===== config.mk =====
export PLATFORM = sky130hd
export DESIGN_NAME = zone_update_ctrl
export DESIGN_NICKNAME = d
export VERILOG_FILES = /design/src/rtl/zone_update_ctrl.sv
export SDC_FILE = /design/constraint.sdc
export NUM_CORES = 1
export LEC_CHECK = 0
export CORE_UTILIZATION = 43
export CTS_CLUSTER_SIZE = 12
export DETAILED_ROUTE_END_ITERATION = 8
export GPL_ROUTABILITY_DRIVEN = 0
export PLACE_DENSITY = 0.74
export SYNTH_ARGS = -nofsm -noshare
export SYNTH_HDL_FRONTEND = slang
export SYNTH_SLANG_ARGS = --single-unit

===== constraint.sdc =====
create_clock -name I_clk -period 1.8 [get_ports I_clk]
set_clock_uncertainty 0.15 [all_clocks]
set_input_delay 0.18 -clock I_clk [delete_from_list [all_inputs] [get_ports I_clk]]
set_output_delay 0.18 -clock I_clk [all_outputs]
set_load 0.02 [all_outputs]

===== src/rtl/zone_update_ctrl.sv =====
// zone_update_ctrl: per-frame copy of zone brightness into the driver shadow bank, then a bank swap in the driver's idle window (optional gain: ZONE_UPD_GAIN_EN)
module zone_update_ctrl #(
    parameter int NZONES = 360,
    parameter int AW     = 9,
    parameter int DW     = 8,
    parameter int RD_LAT = 1
) (
    input  logic          I_clk,
    input  logic          I_rst,
    input  logic          I_frame_done,
    input  logic [1:0]    I_led_mode,
    input  logic [7:0]    I_gain,
    input  logic          I_drv_idle,
    output logic          O_rd_en,
    output logic [AW-1:0] O_rd_addr,
    input  logic [DW-1:0] I_rd_data,
    output logic          O_wr_en,
    output logic [AW-1:0] O_wr_addr,
    output logic [DW-1:0] O_wr_data,
    output logic          O_swap,
    output logic          O_busy,
    output logic [7:0]    O_overrun_cnt
);
    typedef enum logic [2:0] {S_IDLE, S_COPY, S_DRAIN, S_WAIT_SWAP, S_SWAP} state_t;
    state_t              r_state, w_next;
    logic                r_pending;
    logic [1:0]          r_mode;
    logic [AW-1:0]       r_rd_addr;
    logic [4:0]          r_col;
    logic                r_rowp;
    logic [RD_LAT-1:0]   r_vld;
    logic [RD_LAT-1:0]   r_chk;
    logic [AW-1:0]       r_tag [RD_LAT];
    logic                r_wr_en;
    logic [AW-1:0]       r_wr_addr;
    logic [DW-1:0]       r_wr_data;
    logic [7:0]          r_overrun;
    logic                w_start, w_last_rd, w_last_wr;
    logic [DW-1:0]       w_comp, w_val;
    assign w_start       = (r_state == S_IDLE) && (I_frame_done || r_pending);
    assign w_last_rd     = r_rd_addr == AW'(NZONES - 1);
    assign w_last_wr     = r_wr_en && (r_wr_addr == AW'(NZONES - 1));
    assign O_rd_addr     = r_rd_addr;
    assign O_wr_en       = r_wr_en;
    assign O_wr_addr     = r_wr_addr;
    assign O_wr_data     = r_wr_data;
    assign O_overrun_cnt = r_overrun;
    // Next-state and state-decoded strobes
    always_comb begin
        w_next  = r_state;
        O_rd_en = 1'b0;
        O_busy  = 1'b1;
        O_swap  = 1'b0;
        case (r_state)
            S_IDLE: begin
                O_busy = 1'b0;
                if (w_start) w_next = S_COPY;
            end
            S_COPY: begin
                O_rd_en = 1'b1;
                if (w_last_rd) w_next = S_DRAIN;
            end
            S_DRAIN: if (w_last_wr) w_next = S_WAIT_SWAP;
            S_WAIT_SWAP: if (I_drv_idle) w_next = S_SWAP;
            S_SWAP: begin
                O_swap = 1'b1;
                w_next = S_IDLE;
            end
            default: w_next = S_IDLE;
        endcase
    end
    // State register, read address walk with row/column tracking, trigger bookkeeping
    always_ff @(posedge I_clk) begin
        if (I_rst) begin
            r_state   <= S_IDLE;
            r_pending <= 1'b0;
            r_mode    <= 2'd0;
            r_rd_addr <= '0;
            r_col     <= 5'd0;
            r_rowp    <= 1'b0;
            r_overrun <= 8'd0;
        end else begin
            r_state <= w_next;
            if (w_start) begin
                r_mode    <= I_led_mode;
                r_rd_addr <= '0;
                r_col     <= 5'd0;
                r_rowp    <= 1'b0;
            end else if (r_state == S_COPY && !w_last_rd) begin
                r_rd_addr <= r_rd_addr + 1'b1;
                r_col     <= (r_col == 5'd19) ? 5'd0 : r_col + 5'd1;
                r_rowp    <= (r_col == 5'd19) ? ~r_rowp : r_rowp;
            end
            if (w_start) begin
                r_pending <= 1'b0;
            end else if (I_frame_done && O_busy) begin
                r_pending <= 1'b1;
                if (r_pending && r_overrun != 8'hFF) r_overrun <= r_overrun + 8'd1;
            end
        end
    end
    // Address tag and checkerboard bit travel alongside the read latency
    always_ff @(posedge I_clk) begin
        if (I_rst) begin
            r_vld <= '0;
            r_chk <= '0;
            for (int i = 0; i < RD_LAT; i++) r_tag[i] <= '0;
        end else begin
            r_vld[0] <= O_rd_en;
            r_chk[0] <= r_rd_addr[0] ^ r_rowp;
            r_tag[0] <= r_rd_addr;
            for (int i = 1; i < RD_LAT; i++) begin
                r_vld[i] <= r_vld[i-1];
                r_chk[i] <= r_chk[i-1];
                r_tag[i] <= r_tag[i-1];
            end
        end
    end
`ifdef ZONE_UPD_GAIN_EN
    logic [7:0]    r_gain;
    logic [DW+8:0] w_prod;
    // Gain is frozen for the whole copy
    always_ff @(posedge I_clk) begin
        if (I_rst) r_gain <= 8'd0;
        else if (w_start) r_gain <= I_gain;
    end
    // Rounded scale by gain/256, clamped to full scale
    always_comb begin
        w_prod = (DW+9)'(I_rd_data) * (DW+9)'(r_gain) + (DW+9)'(128);
        w_comp = w_prod[DW+8] | w_prod[DW+7] ? '1 : w_prod[DW+7:8];
        w_comp = (w_prod[DW+8:8] > (DW+1)'({DW{1'b1}})) ? '1 : w_prod[DW+7:8];
    end
`else
    logic w_unused_gain;
    assign w_unused_gain = ^I_gain;
    assign w_comp        = I_rd_data;
`endif
    // Mode override of the returned read data
    always_comb begin
        w_val = (r_mode == 2'd0) ? w_comp :
                (r_mode == 2'd1) ? '1 :
                (r_mode == 2'd2) ? '0 :
                (r_chk[RD_LAT-1] ? '1 : '0);
    end
    // Single registered write stage; address holds between writes
    always_ff @(posedge I_clk) begin
        if (I_rst) begin
            r_wr_en   <= 1'b0;
            r_wr_addr <= '0;
            r_wr_data <= '0;
        end else begin
            r_wr_en <= r_vld[RD_LAT-1];
            if (r_vld[RD_LAT-1]) begin
                r_wr_addr <= r_tag[RD_LAT-1];
                r_wr_data <= w_val;
            end
        end
    end
endmodule


==> results of run 1 <==
sequential cells by signal, indices dropped and copies added (netlist names), 2 cells and up:
signal	count
O_rd_addr	9
r_state	3
O_overrun_cnt	8
r_mode	2
r_col	5
r_tag	9
O_wr_data	8
O_wr_addr	9
cell usage after synthesis (5+ instances only):
cell type,count
dfxtp_1,58
nor2_1,43
mux2i_1,13
nor2b_1,11
a211oi_1,9
a21oi_1,9
nand2_1,9
nand2b_1,9
clkbuf_1,7
xnor2_1,7
xor2_1,7
inv_1,6
or4_1,5
cell type report:
| type | instances | share of cell area |
|---|---|---|
| repair buffers | 80 | 0.224 |
| inverters | 8 | 0.0124 |
| flip-flops and latches | 58 | 0.340 |
| clock buffers | 14 | 0.0474 |
| multi-input cells | 175 | 0.341 |
| well taps | 70 | 0.0255 |
| clock inverters | 2 | 0.0102 |
per-layer routing:
layer / vias to the layer above / share of wire
li1: 1045 / -
met2: 71 / 0.47
met3: 15 / 0.048
met4: 0 / 0.022
met5: - / 0
met1: 946 / 0.46
critical path, stage by stage, from the launching register on:
cell     delay, ns
dfxtp_2       0.32
or4b_4        0.57
o21ai_4       0.31
buf_6         0.15
o31ai_2       0.07
a21oi_1       0.13
kinds of logic after synthesis:
logic type | Yosys count | synth area share
buffers and inverters | 20 | 0.0399
AND/OR/NAND/NOR | 105 | 0.231
AO/OA/AOI/OAI | 39 | 0.112
XOR/XNOR | 14 | 0.0521
multiplexers | 13 | 0.0553
adder cells (fa/ha/maj) | 3 | 0.0160
flip-flops | 58 | 0.494
through the flow:
stage,instances,hold slack (ns),utilization
3_3_place_gp,390,0.294,0.613
2_1_floorplan,252,0.166,-
4_1_cts,406,0.249,0.654
6_report,407,0.277,0.663
5_1_grt,407,0.294,0.663
3_5_place_dp,390,0.306,0.613
timing repair:
action	4_1_cts	5_1_grt
setup endpoints to repair	8	25
gates cloned	0	1
pin swaps	1	5
resized for setup	9	15
power by group through the flow:
stage	combinational [W]	clock [W]	sequential (W)
final	0.000456	0.00120	0.00136
after global routing	0.000494	0.00129	0.00137
after CTS	0.000440	0.00122	0.00136
after detailed placement	0.000434	0	0.00139
after global placement	0.000431	0	0.00139
after floorplan	0.000225	0	0.00141
how the worst max path moves through the flow:
stage	from	end	slack, ns
after global placement	I_frame_done	O_overrun_cnt[5]	-0.11
after floorplan	O_rd_addr[0]	O_rd_addr[1]	0.003
final	O_rd_addr[3]	r_col[4]	0.03
after global routing	O_rd_addr[3]	O_rd_addr[3]	-0.04
after CTS	r_state[0]	O_overrun_cnt[1]	-0.004
after detailed placement	r_state[1]	O_rd_addr[7]	-0.14
==> reports/metrics.cfg, run 1 <==
[outcome]
outcome=complete, no violations

[floorplanning]
dieArea_sq_mm=0.00577
die_h_microns=76.0
core_sq_mm=0.00517
rows=26
die_x_microns=76.0
initial_core_util=0.455
io_pins=60

[synthesis]
synth_area_leaders=dfxtp_1, nor2_1, mux2i_1
synth_top_cell_by_area=dfxtp_1
synth_area_sq_mm=0.00235
synth_edf_count=0
synth_flop_cell=dfxtp_1
async_flop_share=0
synth_top_area_frac=0.494
synth_fp_nets=277
syn_area_per_cell_sq_um=9.33
synth_cells=252
synth_seq_cells=58
ys_warn_count=0
ys_seq_area_frac=0.494
ys_types=47

[sta]
worst_pin_slew_ns=0.447
finalHoldViolCount=0
timing.final.crit_period_ns=1.77
rsz0062_at_grt=true
setup_viol=0
relSlewSlack=0.701
drv_slew=0
setup_tns_ns=0
finalCritPeriodShare=0.984
finalWorstSetupSlack_ns=0.0290
max_freq_mhz=565

[detailed_routing]
via_per_inst=5.10
wire_per_inst_microns=13.1
drc_errors=0
drt_pass1_iterations=5
drtIter0Drc=112
ant_nets=0
wl_mm=5.34
vias=2077

[power_and_ir_drop]
power.leakage_nw=1.31
peakVddDrop_v=0.000465
power_w=0.00301
clockPowerShare=0.397
p_int_w=0.00227
sw_frac_of_total=0.248
sequentialPowerShare=0.452
p_switching_w=0.000746
comb_power_share=0.151
power_per_cell_area_mw_per_mm2=878

[placement]
dp_hpwl_mm=3.58
place_area_sq_mm=0.00317
port_buffers=51
dpl_worst_slack_ns=-0.137

[critical_path]
regToRegSetupSlack_ns=0.03
crit-reg2reg-launch=O_rd_addr[3]
crit_required_ns=1.91
endpoint_kind=register
rr_worst_depth=5
crit_arrival_ns=1.88
r2r_end=r_col[4]
path_max_fanout=6
crit_type=reg -> reg
cp-start-kind=register

[clock_network]
post-cts-setup-buffers=0
holdBufCountCts=0
clk_latency_ns=0.33
cts_sinks=58
cts_root_buffer=clkbuf_8
htree_levels=3
numCtsBuffers=9
cts_buffer_depth=2
cts_tree=built
cts.reportedPaths.clkPinSlew_ns=0.07

[global_route]
first_global_vias=1942
top_usage_layer=met2
groute.usage.overall=0.190
use_met3=0.0494
grt_use_met2=0.317
grt_pass1_wl_mm=8.68
antenna_found_initial=0
grt_max_degree=26
overflow=0
grt.met1_usage=0.230

[min_path]
hp-start=I_led_mode[1]
min_path_type=in -> reg
holdPathEnd=r_mode[1]
hold_depth=3

[final_layout]
area_delta_synth_final_pct=45.8
n_antenna_cell=0
drive_gt1_frac=0.178
design_area_sq_mm=0.00343
seq_area_sq_mm=0.00117
layout.nets=357
final_common_cell=dfxtp_1
nFillCells=409
multi_input_area_sq_mm=0.00117
mostFrequentLayoutCells=dfxtp_1, clkdlybuf4s50_1, nor2_1, buf_4, mux2i_1

[flow_run]
drv_cap=0

(Power assumes the default switching activity.)
==> inputs of run 2 (changes only) <==
--- a/config.mk
+++ b/config.mk
@@ -9,7 +9,7 @@
 export CTS_CLUSTER_SIZE = 12
 export DETAILED_ROUTE_END_ITERATION = 8
 export GPL_ROUTABILITY_DRIVEN = 0
-export PLACE_DENSITY = 0.74
+export PLACE_DENSITY_LB_ADDON = 0.2
 export SYNTH_ARGS = -nofsm -noshare
 export SYNTH_HDL_FRONTEND = slang
 export SYNTH_SLANG_ARGS = --single-unit
==> reports/metrics.cfg, run 2 (synthesized netlist as in run 1, its figures left out) <==
[outcome]
outcome=complete, but fails checks
violations=setup timing

[min_path]
min_path_type=in -> reg
hp-start=I_rd_data[5]

[sta]
relSlewSlack=0.677  ; -0.0241
drv_slew=0  ; unchanged
setup_viol=3  ; +3
rsz0062_at_grt=true
timing.final.crit_period_ns=1.83  ; +0.0590 ns
finalCritPeriodShare=1.02  ; +0.0328
max_freq_mhz=546  ; -3.2%
finalHoldViolCount=0  ; unchanged
finalWorstSetupSlack_ns=-0.0300  ; -0.0590 ns
worst_pin_slew_ns=0.472  ; +0.0247 ns

[final_layout]
layout.nets=361  ; +1.1%
final_common_cell=dfxtp_1
design_area_sq_mm=0.00350  ; +2.1%
area_delta_synth_final_pct=48.8
fin_util=0.677  ; +0.0138
drive_gt1_frac=0.208  ; +0.0302
mostFrequentLayoutCells=dfxtp_1, clkdlybuf4s50_1, nor2_1, buf_4, mux2i_1
n_antenna_cell=0  ; unchanged

[power_and_ir_drop]
power_per_cell_area_mw_per_mm2=935  ; +6.4%
power.leakage_nw=1.34  ; +2.1%
peakVddDrop_v=0.000566  ; +22%

[detailed_routing]
drc_errors=0  ; unchanged
drtIter0Drc=68  ; -39%
drt_pass1_iterations=4  ; -1
ant_nets=0  ; unchanged
wl_mm=5.31  ; -0.56%
vias=2088  ; +0.53%
wire_per_inst_microns=12.9  ; -1.5%
via_per_inst=5.08  ; -0.45%

[floorplanning]
initial_core_util=0.455  ; unchanged
rows=26  ; unchanged
dieArea_sq_mm=0.00577  ; unchanged
die_x_microns=76.0  ; unchanged
core_sq_mm=0.00517  ; unchanged
io_pins=60  ; unchanged
die_h_microns=76.0  ; unchanged

[clock_network]
cts_sinks=58  ; unchanged
cts_buffer_depth=2  ; unchanged
cts.reportedPaths.clkPinSlew_ns=0.07  ; about the same
htree_levels=3  ; unchanged
cts_tree=built
clk_latency_ns=0.33  ; about the same
numCtsBuffers=9  ; unchanged
holdBufCountCts=0  ; unchanged
cts_root_buffer=clkbuf_8

[critical_path]
path_cells=or4b_4 > o21ai_4 > buf_6 > buf_4 > a211o_1 > o41ai_1
crit_required_ns=1.86  ; -0.05 ns
crit_arrival_ns=1.89  ; about the same
crit_type=reg -> reg
endpoint_kind=register
crit-reg2reg-launch=O_rd_addr[7]
path_delay_family=simple AND/OR/NAND/NOR gates
slowest_delay_ns=0.57  ; about the same
cp-start-kind=register
path_max_fanout=5  ; -1
critPathLaunch=O_rd_addr[7]
crit_buf_inv=2  ; +1
crit_slowest_cell=or4b_4

[global_route]
overflow=0  ; unchanged
groute.usage.overall=0.189  ; -0.000564
grt_max_degree=26  ; unchanged
antenna_found_initial=0  ; unchanged
grt_pass1_wl_mm=8.59  ; -1.0%
first_global_vias=1899  ; -2.2%

[flow_run]
drv_cap=0  ; unchanged

[placement]
dp_hpwl_mm=3.55  ; -0.85%
port_buffers=51  ; unchanged
place_area_sq_mm=0.00315  ; -0.63%

## run 2: cell count changes in the layout (fill, tap and decap cells not counted), sizes merged
cell          change
dlymetal6s2s      +1
clkbuf            -3
buf               +4
bufinv            +2
clkinvlp          +1
dlygate4sd2       -1
## run 2: worst paths after layout
check | end | slack [ns] | cells past startpoint
worst max-delay path | r_state[0] | -0.03 | 6
worst min-delay path | O_wr_data[5] | 0.26 | 3
worst max register to register | r_state[0] | -0.03 | 6
worst min register to register | O_wr_addr[4] | 0.32 | 2
## run 2: report_power, final
group | switching, W | internal [W] | leakage (nW) | total, W
clock network | 0.000509 | 0.000918 | 0.114 | 0.00143
logic | 0.000238 | 0.000245 | 0.756 | 0.000484
registers | 0.0000329 | 0.00133 | 0.472 | 0.00136
total | 0.000780 | 0.00249 | 1.34 | 0.00327
## run 2: layout make-up
class,instances,area [sq um]
fillers,398,1670
multi-input cells,175,1180
flip-flops and latches,58,1170
repair buffers,84,788
clock buffers,11,131
clock inverters,5,103
well taps,70,87.6
inverters,8,42.5
## run 2: repair_timing
action                     CTS  global route
buffers inserted             2             3
setup endpoints to repair    8            17
resized for setup            5            23
gates cloned                 0             1
pin swaps                    1             7
## run 2: metrics by stage
stage / power, W / setup WS [ns] / cells / hold WS (ns) / TNS, ns
final: 0.00327 / -0.0300 / 411 / 0.262 / -0.0539
after floorplan: 0.00164 / 0.00345 / 252 / 0.166 / 0
after CTS: 0.00325 / -0.0219 / 407 / 0.254 / -0.0679
after detailed placement: 0.00182 / -0.0739 / 389 / 0.308 / -0.374
after global routing: 0.00340 / -0.0751 / 411 / 0.278 / -0.284
after global placement: 0.00181 / -0.0891 / 389 / 0.296 / -0.206
## run 2: worst reg2reg max path, stage by stage, from the launching register on
cell and delay, ns:
dfxtp_2 0.32, or4b_4 0.57, o21ai_4 0.27, buf_6 0.14
buf_4 0.09, a211o_1 0.11, o41ai_1 0.06
## run 2: layer usage
layer	share of wire	vias up	GRT usage
li1	-	1056	-
met1	0.48	972	0.234
met2	0.47	55	0.301
met3	0.051	5	0.0675
met4	0.0079	0	0.0750
met5	0	-	0
==> inputs of run 3 (changes only) <==
--- a/config.mk
+++ b/config.mk
@@ -5,11 +5,13 @@
 export SDC_FILE = /design/constraint.sdc
 export NUM_CORES = 1
 export LEC_CHECK = 0
-export CORE_UTILIZATION = 43
+export ABC_AREA = 1
+export CORE_UTILIZATION = 44
+export CTS_CLUSTER_DIAMETER = 150
 export CTS_CLUSTER_SIZE = 12
 export DETAILED_ROUTE_END_ITERATION = 8
 export GPL_ROUTABILITY_DRIVEN = 0
-export PLACE_DENSITY_LB_ADDON = 0.2
+export PLACE_DENSITY = 0.79
 export SYNTH_ARGS = -nofsm -noshare
 export SYNTH_HDL_FRONTEND = slang
 export SYNTH_SLANG_ARGS = --single-unit
==> reports/metrics.cfg, run 3 <==
[critical_path]
endpoint_kind=output port
path_max_fanout=5  ; unchanged
crit_arrival_ns=1.40  ; -0.49 ns
slowest_delay_ns=0.65  ; +0.08 ns
path_cells=clkdlybuf4s50_1
regToRegSetupSlack_ns=0.17  ; +0.20 ns
crit_type=reg -> out
crit_buf_inv=1  ; -1
path_delay_family=buffers and inverters
crit_required_ns=1.47  ; -0.39 ns
cp-start-kind=register
crit_slowest_cell=clkdlybuf4s50_1

[sta]
timing.final.crit_period_ns=1.73  ; -0.0952 ns
setup_viol=0  ; -3
finalHoldViolCount=0  ; unchanged
max_freq_mhz=576  ; +5.5%
setup_tns_ns=0  ; +0.0539 ns
worst_pin_slew_ns=0.393  ; -0.0787 ns
rsz0062_at_grt=false
hold_ws_ns=0.298  ; +0.0356 ns
finalCritPeriodShare=0.964  ; -0.0529
relSlewSlack=0.738  ; +0.0603
drv_slew=0  ; unchanged

[synthesis]
synth_edf_count=0  ; unchanged
synth_mux_area_frac=0  ; -0.0553
syn_area_per_cell_sq_um=7.61  ; -18%
synth_compound_area_frac=0.149  ; +0.0375
ys_seq_area_frac=0.471  ; -0.0228
synth-xor-area-share=0.0320  ; -0.0202
ys_types=36  ; -23%
synth_fp_nets=349  ; +26%
synth_flop_cell=dfxtp_1
synth_area_leaders=dfxtp_1, nand2_1, a21oi_1
synth_top_area_frac=0.471  ; -0.0228
synth_seq_cells=58  ; unchanged
synth_top_family_by_area=simple AND/OR/NAND/NOR gates
async_flop_share=0  ; unchanged
synthAdderAreaFrac=0.0152  ; -0.000737
synth_top_cell_by_area=dfxtp_1
synth_top_cells_by_count=nand2_1, dfxtp_1, nor2_1, a21oi_1, inv_1
synth_cells=324  ; +29%
yosysMostFrequentCell=nand2_1
yosys.area_share.simple=0.260  ; +0.0289
ys_warn_count=0  ; unchanged
synth_area_sq_mm=0.00247  ; +4.8%

[global_route]
grt_pass1_wl_mm=8.86  ; +3.1%
overflow=0  ; unchanged
groute.usage.overall=0.188  ; -0.00177
grt_max_degree=20  ; -23%
first_global_vias=2071  ; +9.1%
antenna_found_initial=0  ; unchanged

[detailed_routing]
wire_per_inst_microns=11.5  ; -11%
via_per_inst=4.93  ; -2.9%
wl_mm=5.34  ; +0.53%
drt_pass1_iterations=4  ; unchanged
drc_errors=0  ; unchanged
drtIter0Drc=116  ; +71%
ant_nets=0  ; unchanged
vias=2284  ; +9.4%

[floorplanning]
dieArea_sq_mm=0.00591  ; +2.4%
io_pins=60  ; unchanged
rows=26  ; unchanged
die_h_microns=76.9  ; +1.2%
die_x_microns=76.9  ; +1.2%
core_sq_mm=0.00524  ; +1.3%
initial_core_util=0.471  ; +0.0161

[clock_network]
holdBufCountCts=0  ; unchanged
clk_latency_ns=0.33  ; about the same
cts_tree=built
htree_levels=3  ; unchanged
numCtsBuffers=9  ; unchanged
cts_buffer_depth=2  ; unchanged
post-cts-setup-buffers=0  ; -2
cts.reportedPaths.clkPinSlew_ns=0.06  ; about the same
cts_sinks=58  ; unchanged
cts_root_buffer=clkbuf_8

[outcome]
outcome=complete, no violations

[min_path]
min_path_type=reg -> reg

[power_and_ir_drop]
sw_frac_of_total=0.324  ; +0.0859
comb_power_share=0.296  ; +0.148
clockPowerShare=0.320  ; -0.116
power_per_cell_area_mw_per_mm2=1220  ; +31%
sequentialPowerShare=0.384  ; -0.032
p_int_w=0.00273  ; +9.8%
peakVddDrop_v=0.000966  ; +71%
p_switching_w=0.00131  ; +68%
power.leakage_nw=1.30  ; -3.2%

[flow_run]
drv_cap=0  ; unchanged

[final_layout]
fin_util=0.633  ; -0.0435
area_delta_synth_final_pct=34.5
layout.nets=413  ; +14%
drive_gt1_frac=0.117  ; -0.0912
n_antenna_cell=0  ; unchanged
design_area_sq_mm=0.00332  ; -5.3%
nFillCells=473  ; +19%
mostFrequentLayoutCells=nand2_1, dfxtp_1, clkdlybuf4s50_1, nor2_1, a21oi_1
final_common_cell=nand2_1

[placement]
port_buffers=51  ; unchanged
dp_hpwl_mm=3.90  ; +10%
place_area_sq_mm=0.00310  ; -1.6%

## run 3: cell count changes in the layout (fill, tap and decap cells not counted), moves of 11 or more
cell     previous run  this run
nor2b_1            11         0
a21oi_1             8        41
buf_4              29        13
mux2i_1            13         0
o21ai_0             3        24
inv_1               6        26
nand2_1             9        60
## run 3: what timing repair did
action,CTS,global route
gates resized for setup,3,5
setup endpoints to repair,3,3
endpoints found under the hold margin,0,0
## run 3: worst paths after layout
| check | startpoint | cells past startpoint | endpoint |
|---|---|---|---|
| setup / recovery | O_overrun_cnt[4] | 1 | O_overrun_cnt[4] |
| hold / removal | r_mode[0] | 2 | r_mode[0] |
| setup reg to reg | O_rd_addr[1] | 8 | O_rd_addr[2] |
| hold reg to reg | r_mode[0] | 2 | r_mode[0] |
## run 3: routing by layer
metal | up-vias | track usage | share of wire
li1 | 1186 | - | -
met1 | 1045 | 0.233 | 0.47
met2 | 44 | 0.304 | 0.48
met3 | 9 | 0.0357 | 0.039
met4 | 0 | 0.104 | 0.014
met5 | - | 0 | 0
## run 3: cell families (layout without fill, tap and decap cells)
logic type | count (synthesis) | after routing
xor+xnor | 9 | 9
flops | 58 | 58
compound gates | 71 | 71
simple gates | 142 | 142
fa+ha+maj | 3 | 3
buf+inv | 41 | 110
## run 3: area by class of cell
class | instances | area [sq um] | area share
flip-flops and latches | 58 | 1160 | 0.350
multi-input cells | 225 | 1130 | 0.339
inverters | 30 | 118 | 0.0355
clock buffers | 11 | 141 | 0.0426
well taps | 70 | 87.6 | 0.0264
repair buffers | 64 | 606 | 0.183
clock inverters | 5 | 77.6 | 0.0234
## run 3: metrics by stage
step	setup WS, ns	power, W	instances
floorplan	0.175	0.00233	324
global placement	0.0731	0.00277	447
detailed placement	0.0204	0.00280	447
CTS	0.0343	0.00408	463
global route	0.00983	0.00425	463
finish	0.0652	0.00405	463
## run 3: power groups by stage
| stage | sequential [W] | clock [W] | combinational, W |
|---|---|---|---|
| after floorplan | 0.00169 | 0 | 0.000637 |
| after global placement | 0.00158 | 0 | 0.00120 |
| final | 0.00155 | 0.00130 | 0.00120 |
| after detailed placement | 0.00158 | 0 | 0.00121 |
| after global routing | 0.00157 | 0.00137 | 0.00131 |
| after CTS | 0.00155 | 0.00132 | 0.00120 |
